===== src/rtl/riscv_pkg.sv =====
// Shared core types and default widths for the memory arbiter.
package riscv_pkg;

  localparam int unsigned ARB_AW         = 32;
  localparam int unsigned ARB_DW         = 32;
  localparam int unsigned ARB_STARVE_MAX = 4;

  typedef enum logic [1:0] {
    IDLE   = 2'd0,
    IFETCH = 2'd1,
    DACC   = 2'd2
  } arb_state_t;

endpackage


===== src/rtl/mem_arbiter.sv =====
// Shares one single-ported memory between the fetch port and the data port.
// Data wins by default; a starvation counter lets fetch win after
// FETCH_STARVE_MAX consecutive data grants. One access in flight at most.
// FETCH_STARVE_MAX must be at least 1.
module mem_arbiter
  import riscv_pkg::*;
#(
  parameter int unsigned AW               = ARB_AW,
  parameter int unsigned DW               = ARB_DW,
  parameter int unsigned FETCH_STARVE_MAX = ARB_STARVE_MAX
) (
  input  logic          clk,
  input  logic          reset,
  input  logic          if_req,
  input  logic [AW-1:0] if_addr,
  output logic [DW-1:0] if_rdata,
  output logic          if_stall,
  input  logic          dm_req,
  input  logic          dm_we,
  input  logic [AW-1:0] dm_addr,
  input  logic [DW-1:0] dm_wdata,
  output logic [DW-1:0] dm_rdata,
  output logic          dm_stall,
  output logic          mem_req,
  output logic          mem_we,
  output logic [AW-1:0] mem_addr,
  output logic [DW-1:0] mem_wdata,
  input  logic          mem_ready,
  input  logic [DW-1:0] mem_rdata
);

  localparam int unsigned CW = $clog2(FETCH_STARVE_MAX + 1);
  localparam logic [CW-1:0] STARVE_MAX = CW'(FETCH_STARVE_MAX);

  arb_state_t    state_q, state_d;
  logic          mem_req_q, mem_req_d;
  logic          mem_we_q, mem_we_d;
  logic [AW-1:0] mem_addr_q, mem_addr_d;
  logic [DW-1:0] mem_wdata_q, mem_wdata_d;
  logic [CW-1:0] starve_cnt_q, starve_cnt_d;
  logic          abandon_q, abandon_d;

  logic in_flight;
  logic done;
  logic grant_ok;
  logic fetch_starved;
  logic if_hit;
  logic dm_hit;
  logic owner_lost;

  // Request/response matching against the access currently on the memory bus
  always_comb begin
    in_flight     = (state_q != IDLE);
    done          = in_flight && mem_ready;
    grant_ok      = (state_q == IDLE) || done;
    fetch_starved = if_req && (starve_cnt_q == STARVE_MAX);
    if_hit        = if_req && (if_addr == mem_addr_q);
    dm_hit        = dm_req && (dm_addr == mem_addr_q) && (dm_we == mem_we_q);
    owner_lost    = ((state_q == IFETCH) && !if_hit) ||
                    ((state_q == DACC)   && !dm_hit);
  end

  // Stalls release only on a non-abandoned completion for the same request
  assign if_stall = if_req && !((state_q == IFETCH) && mem_ready && !abandon_q && if_hit);
  assign dm_stall = dm_req && !((state_q == DACC)   && mem_ready && !abandon_q && dm_hit);

  assign if_rdata  = mem_rdata;
  assign dm_rdata  = mem_rdata;
  assign mem_req   = mem_req_q;
  assign mem_we    = mem_we_q;
  assign mem_addr  = mem_addr_q;
  assign mem_wdata = mem_wdata_q;

  // Next-state, grant, abandon tracking and starvation counter
  always_comb begin
    state_d      = state_q;
    mem_req_d    = mem_req_q;
    mem_we_d     = mem_we_q;
    mem_addr_d   = mem_addr_q;
    mem_wdata_d  = mem_wdata_q;
    starve_cnt_d = starve_cnt_q;
    abandon_d    = abandon_q;

    // Owner flushed or redirected while the access is still in flight
    if (in_flight && !done && owner_lost) begin
      abandon_d = 1'b1;
    end

    if (grant_ok) begin
      abandon_d = 1'b0;
      if (dm_req && !fetch_starved) begin
        state_d     = DACC;
        mem_req_d   = 1'b1;
        mem_we_d    = dm_we;
        mem_addr_d  = dm_addr;
        mem_wdata_d = dm_wdata;
      end else if (if_req) begin
        state_d     = IFETCH;
        mem_req_d   = 1'b1;
        mem_we_d    = 1'b0;
        mem_addr_d  = if_addr;
        mem_wdata_d = '0;
      end else begin
        state_d   = IDLE;
        mem_req_d = 1'b0;
        mem_we_d  = 1'b0;
      end
    end

    if (!if_req) begin
      starve_cnt_d = '0;
    end else if (grant_ok && (state_d == DACC)) begin
      if (starve_cnt_q != STARVE_MAX) begin
        starve_cnt_d = starve_cnt_q + CW'(1);
      end
    end else if (grant_ok && (state_d == IFETCH)) begin
      starve_cnt_d = '0;
    end
  end

  // FSM state register
  always_ff @(posedge clk or negedge reset) begin
    if (!reset) begin
      state_q <= IDLE;
    end else begin
      state_q <= state_d;
    end
  end

  // Memory request hold registers, starvation counter and abandon flag
  always_ff @(posedge clk or negedge reset) begin
    if (!reset) begin
      mem_req_q    <= 1'b0;
      mem_we_q     <= 1'b0;
      mem_addr_q   <= '0;
      mem_wdata_q  <= '0;
      starve_cnt_q <= '0;
      abandon_q    <= 1'b0;
    end else begin
      mem_req_q    <= mem_req_d;
      mem_we_q     <= mem_we_d;
      mem_addr_q   <= mem_addr_d;
      mem_wdata_q  <= mem_wdata_d;
      starve_cnt_q <= starve_cnt_d;
      abandon_q    <= abandon_d;
    end
  end

endmodule


===== config.mk =====
export PLATFORM = sky130hd
export DESIGN_NAME = mem_arbiter
export DESIGN_NICKNAME = d
export VERILOG_FILES = /design/src/rtl/riscv_pkg.sv /design/src/rtl/mem_arbiter.sv
export SDC_FILE = /design/constraint.sdc
export NUM_CORES = 1
export LEC_CHECK = 0
export ABC_AREA = 1
export BUFFER_PORTS_ARGS = -buffer_cell sky130_fd_sc_hd__buf_4
export CORE_UTILIZATION = 44
export DETAILED_ROUTE_END_ITERATION = 12
export PLACE_DENSITY_LB_ADDON = 0.3
export SYNTH_ARGS = -nofsm -noshare
export SYNTH_HDL_FRONTEND = slang
export SYNTH_SLANG_ARGS = --single-unit
export TNS_END_PERCENT = 1

===== constraint.sdc =====
create_clock -name clk -period 2.1 [get_ports clk]
set_clock_uncertainty 0.15 [all_clocks]
set_input_delay 0.42 -clock clk [delete_from_list [all_inputs] [get_ports clk]]
set_output_delay 0.42 -clock clk [all_outputs]
set_load 0.01 [all_outputs]

==> results of run 1 <==
where the power goes:
part	total, mW	switching (mW)	internal, mW	leakage (nW)
sequential	1.80	0.197	1.60	0.881
combinational	1.51	0.765	0.749	2.15
clock	1.03	0.532	0.501	0.0902
total	4.35	1.49	2.85	3.12
cells in the final DEF, fill, tap and decap left out, types with 7 or more instances in the layout:
| cell | Yosys | layout |
|---|---|---|
| sky130_fd_sc_hd__buf_4 | 64 | 185 |
| sky130_fd_sc_hd__nand2_1 | 123 | 122 |
| sky130_fd_sc_hd__inv_1 | 85 | 81 |
| sky130_fd_sc_hd__dfrtp_1 | 72 | 71 |
| sky130_fd_sc_hd__nor2_1 | 53 | 46 |
| sky130_fd_sc_hd__o21ai_0 | 41 | 39 |
| sky130_fd_sc_hd__a21oi_1 | 37 | 36 |
| sky130_fd_sc_hd__a22o_1 | 32 | 32 |
| sky130_fd_sc_hd__o22ai_1 | 16 | 16 |
| sky130_fd_sc_hd__clkbuf_8 | 0 | 11 |
| sky130_fd_sc_hd__xnor2_1 | 10 | 10 |
| sky130_fd_sc_hd__nand3_1 | 11 | 9 |
| sky130_fd_sc_hd__o21ai_1 | 7 | 9 |
| sky130_fd_sc_hd__inv_2 | 4 | 8 |
| sky130_fd_sc_hd__nor2_2 | 1 | 8 |
| sky130_fd_sc_hd__xor2_1 | 7 | 7 |
stage by stage:
stage          instance area [µm²]  power (mW)  setup TNS (ns)
6_report                      5810        4.35          -0.448
5_1_grt                       5810        4.66          -0.743
4_1_cts                       5770        4.36          -0.544
3_5_place_dp                  5530        3.28         -0.0167
3_3_place_gp                  5530        3.25        -0.00799
2_1_floorplan                 4530        2.67               0
final cells by class:
cell class | instances | share of cell area
Timing Repair Buffer | 189 | 0.251
Clock buffer | 13 | 0.0274
Tap cell | 133 | 0.0287
Inverter | 89 | 0.0575
Sequential cell | 72 | 0.310
Multi-Input combinational cell | 355 | 0.321
Clock inverter | 3 | 0.00431
layer usage:
metal  wire length, µm  vias to the layer above  global-route usage
met5                 0                        -                   0
met1              5250                     1956               0.299
met2              5710                      205               0.397
li1                  -                     2090                   -
met3              1160                       16              0.0679
met4               178                        0              0.0834
worst min path at each step:
stage                 startpoint             to  slack [ns]  cells past startpoint
floorplan                  reset      abandon_q       -0.03                      0
global placement           reset  mem_wdata[20]        0.21                      1
detailed placement         reset   mem_wdata[5]        0.21                      1
CTS                 dm_wdata[28]  mem_wdata[28]        0.12                      2
global route        dm_wdata[29]  mem_wdata[29]        0.12                      2
finish              dm_wdata[28]  mem_wdata[28]        0.14                      2
timing repair:
item | 4_1_cts | 5_1_grt
hold buffers | 1 | 0
hold endpoints to repair | 23 | 0
pin swaps | 2 | 4
gates resized for setup | 7 | 11
setup buffers | 4 | 3
endpoints found under the setup margin | 2 | 2
state kept, by name (all words and copies together) (netlist names):
signal / count
starve_cnt_q: 3
state_q: 2
abandon_q: 1
mem_req: 1
mem_we: 1
mem_wdata: 32
mem_addr: 32
cell usage after synthesis, drive strengths merged:
master / number
dfrtp: 72
inv: 89
xor2: 7
buf: 78
nand3b: 2
nor3: 1
or2: 1
a22o: 32
a21oi: 39
o22ai: 16
xnor2: 10
nand3: 12
clkbuf: 4
o21ai: 48
ha: 2
nand2: 124
nor2: 54
o31ai: 2
nand4: 5
cells by family (layout without fill, tap and decap cells):
| family | after synthesis | after routing | synth area share |
|---|---|---|---|
| simple gates | 199 | 199 | 0.177 |
| buf+inv | 171 | 294 | 0.199 |
| compound gates | 137 | 137 | 0.188 |
| flops | 72 | 72 | 0.398 |
| xor+xnor | 17 | 17 | 0.0329 |
| fa+ha+maj | 2 | 2 | 0.00552 |
worst reg2reg max path, delay by kind of cell (launching register included):
family	cells	cell delay (ns)
buffers and inverters	3	0.40
AO/OA/AOI/OAI	3	0.32
AND/OR/NAND/NOR	2	0.16
flip-flops	1	0.36
adder cells (fa/ha/maj)	1	0.22
==> metrics, run 1 <==
result of the run=complete, but fails checks; violated checks=setup timing; portion of the post-synthesis area used by sequential elements=0.398; number of distinct standard cells referenced by the synthesized netlist=26; category of the most critical setup path=flip-flop to primary output; pre-CTS setup slack=-0.0167 ns; largest fanout on the critical path=5; Post-Synthesis Cell Area=4530 µm²; diodes inserted=0; total global routing overflow=0; via count=approximately 4300; Worst R2R Setup Slack=between 0.3 and 0.4 ns; clock slew at the register clock pins of the worst setup and hold paths=approximately 0.080 ns; row count=36; sum of buffers and inverters on the critical path=2; number of H-tree branching levels=3; post-synthesis to final-layout area growth=28.2%; static leakage=3.12 nW; total routed wirelength=around 12 mm; height of the die=103 µm; maximum number of pins on one net before global-route repair=34; Worst path most repeated cell=sky130_fd_sc_hd__nor2_1; average size of a mapped cell=between 7 and 8 µm²; final std cells w/o fill=854; launch point of the critical path=mem_addr[15]; worst slew margin relative to its limit=0.760; endpoint of the worst-slack reg-to-reg timing path=mem_addr[11]; Multi-input gate area=1860 µm²; number of max-cap violations=0; Critical Path RT=1.53 ns; post-synth top area share=0.398; FF/Latch Area=~1800 µm²; Critical Path AT=about 1.8 ns; RSZ-0062 raised after global routing=yes; length in cells of the worst reg-to-reg path=9; latest clock arrival within the worst-skew pair=approximately 0.34 ns; Critical Path Sink=dm_stall; worst hold slack=~0.14 ns; number of inserted filler cells in the final layout=about 890; clock tree from TritonCTS=done; final hold violations=0; mean number of vias per cell=~5; initial antenna violation count=0; Root Driver=sky130_fd_sc_hd__clkbuf_8; Global Route Usage Sum=0.239; sequence of cells on the critical path=inv_1, nand2_1, nand2_1, nor2_1, nand4_1, nor2_1, nand3_2, nor2_2, nor2_1, buf_4; Period Utilization, post-route=1.11; Fmax achieved=430 MHz; top cell type by total area after synthesis=sky130_fd_sc_hd__dfrtp_1; CP max-delay cell=sky130_fd_sc_hd__dfrtp_1; leading post-synthesis cells by cell area=sky130_fd_sc_hd__dfrtp_1 (40%), sky130_fd_sc_hd__buf_4 (11%), sky130_fd_sc_hd__nand2_1 (10%), sky130_fd_sc_hd__inv_1 (7.0%), sky130_fd_sc_hd__a22o_1 (6.2%); worst reg2reg startpoint=starve_cnt_q[0]; detailed-route DRC error count=0; global-route wire length before repair=between 15 and 20 mm; antenna-violating nets left=0; clock buffer count from CTS=9; delay of the slowest critical-path stage=0.42 ns; total setup violations reported at the end of the flow=2; classification of the worst-slack hold path=input pin to flip-flop; detailed-routing iteration count for the pre-antenna-repair pass=7; type of element capturing the critical path=primary output; pin slew with the least headroom to its limit=0.359 ns; post-route minimum period=around 2.3 ns; wire length per cell=around 14 µm; number of DRC markers in iteration 0=161; Top-Level Pins=approximately 270; nets@finish=between 800 and 900; IR Drop Worst-Case VDD=~0.44 mV; I/O Buffers=169; Final HPWL DP=roughly 9.3 mm; share of layout cells above drive strength 1=0.316; placer's final routability congestion estimate=around 0.82; startpoint class of the critical path=flip-flop; Core Area=between 9000 and 10000 µm²; pins over their slew limit=0; total number of clock tree sinks=72; number of synthesized register bits=72; Gate Count Post-Synth=between 500 and 600; number of gates on the worst path with buffers counted=10; Mapped Nets=734; Placed Cells=between 800 and 900; number of global-route vias before repair=roughly 4300; Die X=between 100 and 150 µm; Initial Utilization=0.459; final setup margin=-0.225 ns; Total Die Area=10700 µm²; power per cell area=748 nW/µm²; Layout Utilization=0.589; CP top delay family=simple AND/OR/NAND/NOR gates; number of buffers on the longest clock path=2; Warnings, synthesis=0
No activity file was read; power rests on OpenSTA's default activity.
==> run 2: changes to the inputs <==
--- a/config.mk
+++ b/config.mk
@@ -7,9 +7,12 @@
 export LEC_CHECK = 0
 export ABC_AREA = 1
 export BUFFER_PORTS_ARGS = -buffer_cell sky130_fd_sc_hd__buf_4
-export CORE_UTILIZATION = 44
+export CORE_AREA = 2 2 103 105
+export CTS_BUF_LIST = sky130_fd_sc_hd__clkbuf_4 sky130_fd_sc_hd__clkbuf_8
 export DETAILED_ROUTE_END_ITERATION = 12
+export DIE_AREA = 0 0 105 107
 export PLACE_DENSITY_LB_ADDON = 0.3
+export SKIP_LAST_GASP = 1
 export SYNTH_ARGS = -nofsm -noshare
 export SYNTH_HDL_FRONTEND = slang
 export SYNTH_SLANG_ARGS = --single-unit
==> metrics, run 2 (same netlist as run 1, synthesis figures left out) <==
post-route minimum period=2.37 ns (was 2.33 ns); total routed wirelength=12.1 mm (was 12.3 mm); number of max-cap violations=0 (unchanged); sequence of cells on the critical path=nand2_1, o21ai_0, nor2_1, nand2_1, nor2_1, nand2_1, nor2_1, nand2_2, nor2_1, nor2_1, buf_4 (was inv_1, nand2_1, nand2_1, nor2_1, nand4_1, nor2_1, nand3_2, nor2_2, nor2_1, buf_4); total number of clock tree sinks=72 (unchanged); final hold violations=0 (unchanged); Final HPWL DP=9.13 mm (was 9.29 mm); power per cell area=800 nW/µm² (was 748 nW/µm²); height of the die=107 µm (was 103 µm); global-route wire length before repair=19.3 mm (was 19.6 mm); worst hold slack=0.143 ns (was 0.142 ns); clock tree from TritonCTS=done (unchanged); internal cell power=3.16 mW (was 2.85 mW); top library cells by usage in the layout, fill and taps aside=sky130_fd_sc_hd__buf_4 (179), sky130_fd_sc_hd__nand2_1 (122), sky130_fd_sc_hd__inv_1 (85), sky130_fd_sc_hd__dfrtp_1 (72), sky130_fd_sc_hd__nor2_1 (52) (was sky130_fd_sc_hd__buf_4 (185), sky130_fd_sc_hd__nand2_1 (122), sky130_fd_sc_hd__inv_1 (81), sky130_fd_sc_hd__dfrtp_1 (71), sky130_fd_sc_hd__nor2_1 (46)); via count=4244 (was 4267); Core Area=10100 µm² (was 9860 µm²); total setup violations reported at the end of the flow=2 (unchanged); length in cells of the worst reg-to-reg path=9 (unchanged); clock slew at the register clock pins of the worst setup and hold paths=0.08 ns (about the same); Worst path most repeated cell=sky130_fd_sc_hd__nor2_1 (unchanged); antenna-violating nets left=0 (unchanged); latest clock arrival within the worst-skew pair=0.35 ns (was 0.34 ns); Initial Utilization=0.449 (was 0.459); delay of the slowest critical-path stage=0.42 ns (about the same); pins over their slew limit=0 (unchanged); total power consumption of the routed design=4.66 mW (was 4.35 mW); IR Drop Worst-Case VDD=0.397 mV (was 0.442 mV); total global routing overflow=0 (unchanged); Global Route Usage Sum=0.217 (was 0.239); pin slew with the least headroom to its limit=0.430 ns (was 0.359 ns); row count=37 (was 36); Die X=105 µm (was 103 µm); number of buffers on the longest clock path=2 (unchanged); power share of the clock group=0.296 (was 0.238); nets@finish=847 (was 852); result of the run=complete, but fails checks (unchanged); violated checks=setup timing (unchanged); pre-CTS setup slack=-0.0207 ns (was -0.0167 ns); worst slew margin relative to its limit=0.713 (was 0.760); maximum number of pins on one net before global-route repair=45 (was 34); CP max-delay cell=sky130_fd_sc_hd__dfrtp_1 (unchanged); Period Utilization, post-route=1.13 (was 1.11); category of the most critical setup path=flip-flop to primary output (unchanged); Total Die Area=11200 µm² (was 10700 µm²); type of element capturing the critical path=primary output (unchanged); detailed-routing iteration count for the pre-antenna-repair pass=5 (was 7); Critical Path RT=1.53 ns (about the same); detailed-route DRC error count=0 (unchanged); placer's final routability congestion estimate=0.864 (was 0.816); number of H-tree branching levels=3 (unchanged); most common library cell in the layout ignoring fill and taps=sky130_fd_sc_hd__buf_4 (unchanged); classification of the worst-slack hold path=input pin to flip-flop (unchanged); share of layout cells above drive strength 1=0.295 (was 0.316); startpoint class of the critical path=flip-flop (unchanged); RSZ-0062 raised after global routing=yes (unchanged); post-synthesis to final-layout area growth=28.6% (was 28.2%); largest fanout on the critical path=5 (unchanged); I/O Buffers=169 (unchanged); mean number of vias per cell=4.98 (was 5.00); Critical Path AT=1.80 ns (was 1.76 ns); Fmax achieved=421 MHz (was 430 MHz); worst hold path depth=2 (unchanged); static leakage=3.14 nW (was 3.12 nW); Top-Level Pins=266 (unchanged); diodes inserted=0 (unchanged); clock buffer count from CTS=9 (unchanged); Sw Ratio=0.321 (was 0.344); initial antenna violation count=0 (unchanged); Root Driver=sky130_fd_sc_hd__clkbuf_8 (unchanged); combinational cell fraction of total power=0.318 (was 0.348); wire length per cell=14.2 µm (was 14.4 µm); final setup margin=-0.275 ns (was -0.225 ns); share of power burned in registers=0.386 (was 0.414); power dissipated by switching net loads=1.50 mW (was 1.49 mW); Worst R2R Setup Slack=0.27 ns (was 0.37 ns); number of DRC markers in iteration 0=255 (was 161); number of global-route vias before repair=4125 (was 4252)
## run 2: cell types whose count changed in the layout (fill, tap and decap cells not counted), moves of 2 or more
cell | previous run | this run
sky130_fd_sc_hd__nor2_2 | 8 | 2
sky130_fd_sc_hd__nor2_1 | 46 | 52
sky130_fd_sc_hd__inv_1 | 81 | 85
sky130_fd_sc_hd__bufinv_16 | 0 | 3
sky130_fd_sc_hd__clkbuf_1 | 2 | 0
sky130_fd_sc_hd__nand3_2 | 3 | 1
sky130_fd_sc_hd__o21ai_1 | 9 | 7
sky130_fd_sc_hd__o21ai_0 | 39 | 41
sky130_fd_sc_hd__nand3_1 | 9 | 11
sky130_fd_sc_hd__buf_4 | 185 | 179
sky130_fd_sc_hd__inv_2 | 8 | 4
## run 2: cell type report
class                   instances  area [µm²]
well taps                     136         170
multi-input cells             355        1830
repair buffers                184        1430
inverters                      89         334
fillers                       942        4270
flip-flops and latches         72        1800
clock buffers                  10         138
clock inverters                 6         115
## run 2: metrics by stage
stage | instance area, µm² | std cells | utilization | setup TNS (ns)
floorplan | 4530 | 598 | - | 0
global placement | 5520 | 830 | 0.547 | -0.0762
detailed placement | 5520 | 830 | 0.547 | -0.0324
CTS | 5790 | 848 | 0.574 | -0.604
global route | 5830 | 852 | 0.577 | -0.843
finish | 5830 | 852 | 0.577 | -0.545
## run 2: power by group through the flow
stage / combinational [mW] / clock [mW] / sequential (mW)
6_report: 1.48 / 1.38 / 1.80
3_3_place_gp: 1.43 / 0 / 1.82
4_1_cts: 1.47 / 1.42 / 1.80
3_5_place_dp: 1.47 / 0 / 1.81
5_1_grt: 1.65 / 1.49 / 1.83
2_1_floorplan: 0.781 / 0 / 1.89
## run 2: metal layers
layer	part of all wire	up-vias	global-route usage
li1	-	2076	-
met3	0.090	17	0.0535
met5	0	-	0
met4	0.013	0	0.0781
met2	0.47	211	0.357
met1	0.43	1940	0.278
## run 2: final timing paths
kind,start,end
worst max-delay path,mem_addr[27],if_stall
max in group asynchronous,reset,state_q[0]
worst min register to register,mem_req,mem_req
min in group asynchronous,reset,mem_wdata[28]
worst max register to register,starve_cnt_q[0],mem_addr[24]
worst min-delay path,dm_wdata[15],mem_wdata[15]
## run 2: critical path: cells and delay by family, from the launching register on
family	cells	cell delay, ns
flip-flops	1	0.42
buffers and inverters	1	0.14
AO/OA/AOI/OAI	1	0.09
AND/OR/NAND/NOR	9	0.81
## run 2: repair_timing
action / in CTS / in global routing
hold buffers: 1 / 0
endpoints found under the setup margin: 2 / 2
pin swaps: 0 / 0
setup buffers: 1 / 4
hold endpoints to repair: 28 / 0
gates resized for setup: 1 / 1
==> run 3: changes to the inputs <==
--- a/config.mk
+++ b/config.mk
@@ -12,6 +12,7 @@
 export DETAILED_ROUTE_END_ITERATION = 12
 export DIE_AREA = 0 0 105 107
 export PLACE_DENSITY_LB_ADDON = 0.3
+export RECOVER_POWER = 50
 export SKIP_LAST_GASP = 1
 export SYNTH_ARGS = -nofsm -noshare
 export SYNTH_HDL_FRONTEND = slang
==> constraint.sdc (replaced) <==
create_clock -name clk -period 2.8 [get_ports clk]
set_clock_uncertainty 0.15 [all_clocks]
set_input_delay 0.56 -clock clk [delete_from_list [all_inputs] [get_ports clk]]
set_output_delay 0.56 -clock clk [all_outputs]
set_load 0.01 [all_outputs]
==> metrics, run 3 (same netlist as run 1, synthesis figures left out) <==
result of the run=complete, but fails checks (unchanged); violated checks=capacitance limit, slew limit (was setup timing); I/O Buffers=169 (unchanged); post-CTS sizing=0 (was 1); most crowded layer after global routing=met2 (unchanged); pre-CTS setup slack=0.346 ns (was -0.0207 ns); largest fanout on the critical path=4 (was 5); total setup violations reported at the end of the flow=0 (was 2); number of H-tree branching levels=3 (unchanged); Layout Utilization=0.563 (was 0.577); number of hold buffers added after cts=0 (was 1); startpoint class of the critical path=flip-flop (unchanged); worst slew margin relative to its limit=-0.210 (was 0.713); Fmax achieved=slightly below 400 MHz; row count=37 (unchanged); Die X=105 µm (unchanged); Critical Path AT=1.85 ns (was 1.80 ns); final hold violations=0 (unchanged); Placed Cells=824 (was 830); Final HPWL DP=8.82 mm (was 9.13 mm); Top-Level Pins=266 (unchanged); Total Die Area=11200 µm² (unchanged); pins over their slew limit=73 (was 0); top library cells by usage in the layout, fill and taps aside=sky130_fd_sc_hd__buf_4 (169), sky130_fd_sc_hd__nand2_1 (123), sky130_fd_sc_hd__inv_1 (85), sky130_fd_sc_hd__dfrtp_1 (72), sky130_fd_sc_hd__nor2_1 (53) (was sky130_fd_sc_hd__buf_4 (179), sky130_fd_sc_hd__nand2_1 (122), sky130_fd_sc_hd__inv_1 (85), sky130_fd_sc_hd__dfrtp_1 (72), sky130_fd_sc_hd__nor2_1 (52)); latest clock arrival within the worst-skew pair=0.35 ns (about the same); total global routing overflow=0 (unchanged); detailed-routing iteration count for the pre-antenna-repair pass=4 (was 5); category of the most critical setup path=flip-flop to primary output (unchanged); clock tree from TritonCTS=done (unchanged); Multi-input gate area=1830 µm² (about the same); total routed wirelength=12.0 mm (was 12.1 mm); total number of clock tree sinks=72 (unchanged); detailed-route DRC error count=0 (unchanged); nets@finish=835 (was 847); power per cell area=607 nW/µm² (was 800 nW/µm²); post-route minimum period=2.56 ns; FF/Latch Area=1800 µm² (unchanged); placer's final routability congestion estimate=0.911 (was 0.864); diodes inserted=0 (unchanged); Root Driver=sky130_fd_sc_hd__clkbuf_8 (unchanged); number of DRC markers in iteration 0=220 (was 255); most common library cell in the layout ignoring fill and taps=sky130_fd_sc_hd__buf_4 (unchanged); post-synthesis to final-layout area growth=25.4% (was 28.6%); met1 track demand over resource=0.270 (was 0.278); via count=4193 (was 4244); number of global-route vias before repair=3986 (was 4125); final setup margin=0.241 ns (was -0.275 ns); met2 layer usage reported by global route=0.339 (was 0.357); static leakage=3.06 nW (was 3.14 nW); number of buffers on the longest clock path=2 (unchanged); antenna-violating nets left=0 (unchanged); met3 global-route usage=0.0559 (was 0.0535); Period Utilization, post-route=0.914; pin slew with the least headroom to its limit=1.82 ns (was 0.430 ns); Global Route Usage Sum=0.211 (was 0.217); final std cells w/o fill=840 (was 852); clock slew at the register clock pins of the worst setup and hold paths=0.08 ns (about the same); post-CTS repair timing setup buffer count=0 (was 1); number of max-cap violations=1 (was 0); IR Drop Worst-Case VDD=0.298 mV (was 0.397 mV); wire length per cell=14.2 µm (about the same); initial antenna violation count=0 (unchanged); height of the die=107 µm (unchanged); worst hold slack=0.279 ns (was 0.143 ns); type of element capturing the critical path=primary output (unchanged); share of layout cells above drive strength 1=0.280 (was 0.295); RSZ-0062 raised after global routing=no (was yes); Initial Utilization=0.449 (unchanged); classification of the worst-slack hold path=input pin to flip-flop (unchanged); Critical Path RT=2.09 ns (was 1.53 ns); Final TNS setup=0 ns (was -0.545 ns); global-route wire length before repair=18.9 mm (was 19.3 mm); maximum number of pins on one net before global-route repair=73 (was 45); mean number of vias per cell=4.99 (was 4.98); Core Area=10100 µm² (unchanged); clock buffer count from CTS=9 (unchanged); number of inserted filler cells in the final layout=922 (was 942)
run 3: area by class of cell:
cell class                 instances  share of cell area
tap                              136              0.0300
multi-input combinational        355               0.322
sequential                        72               0.317
timing repair buffer             172               0.229
clock buffer                      10              0.0231
clock inverter                     6              0.0203
inverter                          89              0.0588
run 3: path summary, 6_finish.rpt:
check / end / from / slack (ns) / cells past startpoint
min in group asynchronous: starve_cnt_q[2] / reset / 0.55 / 1
max: if_stall / mem_addr[28] / 0.24 / 12
max in group asynchronous: mem_addr[14] / reset / 0.88 / 1
min: mem_wdata[12] / dm_wdata[12] / 0.28 / 2
min reg2reg: mem_req / mem_req / 0.35 / 2
max reg2reg: mem_addr[15] / starve_cnt_q[0] / 0.55 / 8
run 3: per-stage QoR:
step	instance area, µm²	power (mW)
floorplan	4530	2.00
global placement	5440	2.42
detailed placement	5440	2.44
CTS	5680	3.48
global route	5680	3.64
finish	5680	3.45
run 3: worst max-delay path: stages, from the launching register on:
cell                      delay, ns
sky130_fd_sc_hd__dfrtp_1       0.40
sky130_fd_sc_hd__inv_1         0.10
sky130_fd_sc_hd__nand2_1       0.07
sky130_fd_sc_hd__nand2_1       0.05
sky130_fd_sc_hd__nor2_1        0.09
sky130_fd_sc_hd__nand2_1       0.06
sky130_fd_sc_hd__nor2_1        0.11
sky130_fd_sc_hd__nand2_1       0.10
sky130_fd_sc_hd__nor2_1        0.09
sky130_fd_sc_hd__nand2_1       0.11
sky130_fd_sc_hd__nor2_1        0.12
sky130_fd_sc_hd__nor2_1        0.06
sky130_fd_sc_hd__buf_4         0.14
run 3: metal layers:
metal  up-vias  share of wire
li1       2050              -
met1      1918           0.43
met2       201           0.47
met3        24          0.087
met4         0          0.016
met5         -              0
run 3: power by group:
group          switching (mW)  internal, mW  total (mW)
sequential              0.148          1.20        1.35
clock                   0.424         0.609        1.03
combinational           0.552         0.515        1.07
total                    1.12          2.32        3.45
